===== src/rtl/ps2_move_pkg.sv =====
// Shared scan codes, parser states and width helpers for the PS/2 move front end.
// Imported by ps2_move_ctrl and move_fifo.
package ps2_move_pkg;

    localparam logic [7:0] SC_E0    = 8'hE0;
    localparam logic [7:0] SC_F0    = 8'hF0;
    localparam logic [7:0] SC_LEFT  = 8'h6B;
    localparam logic [7:0] SC_RIGHT = 8'h74;
    localparam logic [7:0] SC_ENTER = 8'h5A;
    localparam logic [7:0] SC_SPACE = 8'h29;

    typedef enum logic [1:0] {
        P_IDLE,
        P_E0,
        P_F0,
        P_E0F0
    } parse_t;

    function automatic int cw_of(input int n);
        return (n < 2) ? 1 : $clog2(n);
    endfunction

    // Top-row digit keys 1..9; 0 means not a digit.
    function automatic logic [3:0] digit_of(input logic [7:0] c);
        case (c)
            8'h16:   return 4'd1;
            8'h1E:   return 4'd2;
            8'h26:   return 4'd3;
            8'h25:   return 4'd4;
            8'h2E:   return 4'd5;
            8'h36:   return 4'd6;
            8'h3D:   return 4'd7;
            8'h3E:   return 4'd8;
            8'h46:   return 4'd9;
            default: return 4'd0;
        endcase
    endfunction

endpackage


===== src/rtl/move_fifo.sv =====
// First-word fall-through sync FIFO holding queued column moves.
// Push while full is only accepted when a pop happens in the same cycle.
module move_fifo
    import ps2_move_pkg::*;
#(
    parameter int WIDTH = 3,
    parameter int DEPTH = 4,
    localparam int AW   = $clog2(DEPTH),
    localparam int CNTW = AW + 1
) (
    input  logic             clk,
    input  logic             rst_n,
    input  logic             push,
    input  logic             pop,
    input  logic [WIDTH-1:0] din,
    output logic [WIDTH-1:0] dout,
    output logic             full,
    output logic             empty,
    output logic [CNTW-1:0]  count
);

    logic [WIDTH-1:0] mem [DEPTH];
    logic [AW-1:0]    wr_ptr;
    logic [AW-1:0]    rd_ptr;
    logic             do_push;
    logic             do_pop;

    assign full    = (count == CNTW'(DEPTH));
    assign empty   = (count == '0);
    assign do_pop  = pop & ~empty;
    assign do_push = push & (~full | do_pop);
    assign dout    = empty ? '0 : mem[rd_ptr];

    always_ff @(posedge clk or negedge rst_n) begin
        if (!rst_n) begin
            wr_ptr <= '0;
            rd_ptr <= '0;
            count  <= '0;
        end else begin
            if (do_push) wr_ptr <= wr_ptr + 1'b1;
            if (do_pop)  rd_ptr <= rd_ptr + 1'b1;
            if (do_push && !do_pop)      count <= count + 1'b1;
            else if (!do_push && do_pop) count <= count - 1'b1;
        end
    end

    always_ff @(posedge clk) begin
        if (do_push) mem[wr_ptr] <= din;
    end

endmodule


===== src/rtl/ps2_move_ctrl.sv =====
// PS/2 + pushbutton front end queueing column drops for the Connect-N core.
// Define TYPEMATIC_FILTER_EN to ignore auto-repeat makes of a held key.
module ps2_move_ctrl
    import ps2_move_pkg::*;
#(
    parameter int NUM_COLS   = 7,
    parameter int FIFO_DEPTH = 4,
    localparam int CW   = cw_of(NUM_COLS),
    localparam int CNTW = $clog2(FIFO_DEPTH) + 1
) (
    input  logic            CLOCK_50,
    input  logic            resetn,
    input  logic [7:0]      rx_data,
    input  logic            rx_en,
    input  logic            btn_drop_n,
    input  logic            move_ready,
    input  logic            ovf_clr,
    output logic            move_valid,
    output logic [CW-1:0]   move_col,
    output logic [CW-1:0]   cursor_col,
    output logic [CNTW-1:0] fifo_count,
    output logic            overflow,
    output logic [7:0]      last_code
);

`ifdef TYPEMATIC_FILTER_EN
    localparam bit FILTER = 1'b1;
`else
    localparam bit FILTER = 1'b0;
`endif

    localparam logic [CW-1:0] LAST_COL = CW'(NUM_COLS - 1);

    parse_t          st, st_n;
    logic            mk, brk, ext, act;
    logic            held_v, match;
    logic [8:0]      held_k;
    logic [3:0]      dig;
    logic [CW-1:0]   cur_n, col_n, push_col_q;
    logic            push_n, push_q;
    logic [2:0]      btn_s;
    logic            btn_fall, pend_btn;
    logic            fifo_push, fifo_pop, fifo_full, fifo_empty, lost;
    logic [CW-1:0]   fifo_din;

    always_comb begin
        st_n = st;
        mk   = 1'b0;
        brk  = 1'b0;
        ext  = 1'b0;
        if (rx_en) begin
            unique case (st)
                P_IDLE: begin
                    if (rx_data == SC_E0)      st_n = P_E0;
                    else if (rx_data == SC_F0) st_n = P_F0;
                    else                       mk = 1'b1;
                end
                P_E0: begin
                    ext = 1'b1;
                    if (rx_data == SC_F0) begin
                        st_n = P_E0F0;
                    end else begin
                        mk   = 1'b1;
                        st_n = P_IDLE;
                    end
                end
                P_F0: begin
                    brk  = 1'b1;
                    st_n = P_IDLE;
                end
                P_E0F0: begin
                    brk  = 1'b1;
                    ext  = 1'b1;
                    st_n = P_IDLE;
                end
                default: st_n = P_IDLE;
            endcase
        end
    end

    assign match = held_v & (held_k == {ext, rx_data});
    assign act   = mk & ~(FILTER & match);

    always_comb begin
        cur_n  = cursor_col;
        col_n  = cursor_col;
        push_n = 1'b0;
        dig    = digit_of(rx_data);
        if (act && !ext) begin
            if (dig != 4'd0 && int'(dig) <= NUM_COLS) begin
                cur_n  = CW'(dig - 4'd1);
                col_n  = CW'(dig - 4'd1);
                push_n = 1'b1;
            end else if (rx_data == SC_ENTER || rx_data == SC_SPACE) begin
                push_n = 1'b1;
            end
        end else if (act && ext) begin
            if (rx_data == SC_LEFT)
                cur_n = (cursor_col == '0) ? LAST_COL : cursor_col - 1'b1;
            else if (rx_data == SC_RIGHT)
                cur_n = (cursor_col == LAST_COL) ? '0 : cursor_col + 1'b1;
        end
    end

    // PS/2 pushes take the FIFO slot; a pending button waits a cycle.
    assign btn_fall  = btn_s[2] & ~btn_s[1];
    assign fifo_push = push_q | pend_btn;
    assign fifo_din  = push_q ? push_col_q : cursor_col;
    assign fifo_pop  = move_valid & move_ready;
    assign lost      = fifo_push & fifo_full & ~fifo_pop;

    always_ff @(posedge CLOCK_50 or negedge resetn) begin
        if (!resetn) begin
            st         <= P_IDLE;
            cursor_col <= '0;
            last_code  <= '0;
            push_q     <= 1'b0;
            push_col_q <= '0;
            btn_s      <= 3'b111;
            pend_btn   <= 1'b0;
            overflow   <= 1'b0;
            held_v     <= 1'b0;
            held_k     <= '0;
        end else begin
            st         <= st_n;
            cursor_col <= cur_n;
            push_q     <= push_n;
            push_col_q <= col_n;
            btn_s      <= {btn_s[1:0], btn_drop_n};
            pend_btn   <= btn_fall | (pend_btn & push_q);
            overflow   <= (overflow & ~ovf_clr) | lost;
            if (act) begin
                last_code <= rx_data;
                held_v    <= 1'b1;
                held_k    <= {ext, rx_data};
            end else if (brk && match) begin
                held_v <= 1'b0;
            end
        end
    end

    move_fifo #(
        .WIDTH (CW),
        .DEPTH (FIFO_DEPTH)
    ) u_fifo (
        .clk   (CLOCK_50),
        .rst_n (resetn),
        .push  (fifo_push),
        .pop   (fifo_pop),
        .din   (fifo_din),
        .dout  (move_col),
        .full  (fifo_full),
        .empty (fifo_empty),
        .count (fifo_count)
    );

    assign move_valid = ~fifo_empty;

endmodule


===== config.mk =====
export PLATFORM = sky130hd
export DESIGN_NAME = ps2_move_ctrl
export DESIGN_NICKNAME = d
export VERILOG_FILES = /design/src/rtl/ps2_move_pkg.sv /design/src/rtl/move_fifo.sv /design/src/rtl/ps2_move_ctrl.sv
export SDC_FILE = /design/constraint.sdc
export NUM_CORES = 1
export LEC_CHECK = 0
export BUFFER_PORTS_ARGS = -buffer_cell sky130_fd_sc_hd__buf_2
export CAP_MARGIN = 15
export CORE_MARGIN = 4
export CORE_UTILIZATION = 45
export CTS_CLUSTER_SIZE = 16
export DETAILED_ROUTE_END_ITERATION = 8
export GPL_ROUTABILITY_DRIVEN = 0
export PLACE_DENSITY_LB_ADDON = 0.15
export SETUP_SLACK_MARGIN = 0.2
export SKIP_LAST_GASP = 1
export SYNTH_ARGS = -nofsm -noshare
export SYNTH_HDL_FRONTEND = slang
export SYNTH_SLANG_ARGS = --single-unit

===== constraint.sdc =====
create_clock -name CLOCK_50 -period 2.3 [get_ports CLOCK_50]
set_input_delay 0.23 -clock CLOCK_50 [delete_from_list [all_inputs] [get_ports CLOCK_50]]
set_output_delay 0.23 -clock CLOCK_50 [all_outputs]
set_load 0.05 [all_outputs]

==> metrics.md <==
| Metric | Value |
|---|---|
| Status | completed |
| Post-synth top area share | 0.284 |
| Vias/cell | 5.35 |
| Worst Hold Margin | 0.0478 ns |
| # DRC | 0 |
| First-pass GRT wire length | 7800 um |
| Hold Path Class | in2reg |
| Syn nets | 224 |
| Fin crit share | 0.860 |
| Largest cells by area after synthesis | dfrtp_1 (28%), edfxtp_1 (16%), ha_1 (6.5%), mux2_2 (4.4%), o21ai_0 (3.5%) |
| Top sig layer | met4 |
| Placed instance count | 303 |
| Clock Sinks | 41 |
| Most common cell after layout, fill and taps aside | buf_2 |
| Core area | 4820 um^2 |
| Total track usage | 0.159 |
| Worst vdd ir | 495 uV |
| Worst path cell trace | buf_2 > nand4bb_4 > o32ai_2 > inv_1 > ha_2 > and2_1 > a211o_1 > or2_4 > a22o_1 |
| Ys async rst share | 0.707 |
| Die width | 79.4 um |
| Post-placement setup slack | -0.0311 ns |
| Syn Area/Cell | 11.6 um^2 |
| CTS Buf Count | 5 |
| Leak pwr | 1.14 nW |
| Die Ht | 79.4 um |
| CP Capture Type | register |
| Met1 wire length | 2090 um |
| Post-synthesis compound-gate area fraction | 0.142 |
| Clock slew at reported path FFs | 0.08 ns |
| Largest family of logic cells by synthesized area | simple AND/OR/NAND/NOR gates |
| Initial Utilization | 0.476 |
| Sequential area share after synthesis | 0.475 |
| Primary FF master, synth | dfrtp_1 |
| Fin util | 0.581 |
| Worst path top cell family by delay | compound AO/OA/AOI/OAI gates |
| Post-CTS setup buffers | 0 |
| Final ANT Viol Nets | 0 |
| Final worst slack | 0.323 ns |
| Max Fclk | 506 MHz |
| Worst Setup SP | rx_data[7] |
| Post-detail-place hpwl | 3500 um |
| Adder-Cell Fraction of Synth Area | 0.0742 |
| CP peak stage delay | 0.31 ns |
| Largest area contributor in the netlist | dfrtp_1 |
| Initial antenna violation count | 0 |
| Final setup violation count | 0 |
| Slew headroom | 0.548 |
| Max_cap viols | 0 |
| Synth warn | 0 |
| Register bit total from synthesis | 41 |
| Met2 WL post-DR | 2260 um |
| Number of synthesized flops with an enable pin | 12 |
| Total routed wirelength | 4550 um |
| Buffers and inverters on the worst path | 2 |
| Worst EP required | 2.47 ns |
| Clock tree buffer depth | 2 |
| Num rows | 25 |
| Drt wl/cell | 14.6 um |
| Layout area overhead | 22.0% |
| H-tree levels | 2 |
| Detailed Route Iter0 Violations | 80 |
| CTS Root Cell | clkbuf_8 |
| DR pass1 iterations | 5 |
| Slew @ Worst Pin | 0.677 ns |
| RR Startpoint | u_fifo.count[1] |
| Tmin final | 1.98 ns |
| Netlist cell types | 55 |
| RSZ-0062 raised after global routing | false |
| Clk_lat worst skew | 0.29 ns |
| CP Launch Type | input port |
| Multi-input combinational cell area | 1200 um^2 |
| Die area | 6300 um^2 |
| Clk_skew | 0.00606 ns |
| Congestion Overflow GR | 0 |
| Largest net degree at the start of global routing | 30 |
| Cell Area, Synth | 2290 um^2 |
| Worst R2R Setup Slack | 0.33 ns |
| Met3 wire len | 138 um |
| Number of global-route vias before repair | 1,683 |
| Setup CP Type | in2reg |
| Commonest non-fill, non-tap cells in the layout | buf_2 (32), dfrtp_1 (23), o21ai_0 (15), buf_4 (14), edfxtp_1 (12) |
| Number of diodes | 0 |
| Post-synthesis mux area share | 0.0867 |
| Post-Syn Instances | 197 |
| XOR/XNOR share of the synthesized area | 0.0338 |
| Simple logic cell fraction of the synthesized area | 0.155 |
| Non-Filler Instances | 312 |
| IO Count | 33 |
| PwrDens | 1020 nW/um^2 |
| Nets | 271 |
| CTS tree | done |
| Max FO, Critical Path | 5 |
| Layout cell share with drive strength beyond 1 | 0.363 |
| Final slew viol count | 0 |
| Final Hold Vio Count | 0 |
| # fillers | 427 |
| Worst Path Arrival | 2.15 ns |
| Via count | 1,669 |
| Hold Path Origin | btn_drop_n |
| Slowest cell on crit path | o32ai_2 |
| Port bufs | 32 |
| Setup TNS | 0 ns |
| Sequential cell area | 1090 um^2 |
-- where the power goes --
part	switching (mW)	leakage (nW)	internal, mW
registers	0.144	0.454	0.951
clock network	0.235	0.0552	0.322
logic	0.779	0.633	0.427
-- synth_stat cells (all sizes together), types with 2 or more instances --
cell / n
nand2: 12
and2: 8
xor2: 3
o31ai: 3
nor2b: 2
a211o: 2
buf: 4
o211ai: 2
or2: 2
nand2b: 4
o41ai: 2
xnor2: 5
o31a: 3
ha: 12
dfstp: 3
a21oi: 4
mux2: 9
nand3: 3
o2111ai: 2
edfxtp: 12
mux4: 3
clkbuf: 3
mux2i: 3
o21ai: 16
nand4b: 2
inv: 10
dfrtp: 26
nand4bb: 3
nor2: 10
nor3b: 3
-- per-layer routing --
layer,vias to the layer above,global-route usage
met3,4,0.0316
met5,-,0
li1,822,-
met2,40,0.268
met4,0,0.0704
met1,803,0.197
-- final cells by class --
type | count | area share
Multi-Input combinational cell | 139 | 0.429
Inverter | 10 | 0.0134
Timing Repair Buffer | 47 | 0.0984
Clock inverter | 2 | 0.0125
Sequential cell | 41 | 0.391
Clock buffer | 6 | 0.0259
Tap cell | 67 | 0.0300
-- registers in the layout, summed over array words and instances (netlist names), 3 cells and up --
register      count
btn_s             3
last_code         8
u_fifo.count      3
cursor_col        3
u_fifo.mem       12
push_col_q        3
-- what timing repair did --
action	CTS	global route
hold buffers	1	0
endpoints found under the setup margin	0	4
resized for setup	0	5
hold endpoints to repair	19	0
-- final timing paths --
| path | end | cells past startpoint |
|---|---|---|
| max | push_col_q[2] | 9 |
| max in group asynchronous | u_fifo.count[2] | 2 |
| min | btn_s[0] | 1 |
| min reg2reg | btn_s[2] | 0 |
| max reg2reg | u_fifo.count[2] | 8 |
| min in group asynchronous | u_fifo.rd_ptr[1] | 2 |
-- through the flow --
stage / power [mW] / instance area, um^2
2_1_floorplan: 2.04 / 2370
3_3_place_gp: 2.30 / 2650
3_5_place_dp: 2.31 / 2650
4_1_cts: 2.87 / 2770
5_1_grt: 3.05 / 2800
6_report: 2.86 / 2800
-- kinds of logic after synthesis --
logic type                 after synthesis
muxes                                   15
adders and majority gates               13
DFF                                     41
AOI/OAI and AO/OA                       45
and+or+nand+nor                         58
buffers and inverters                   17
xor gates and xnor gates                 8
Power figures use the tool's default switching activity.
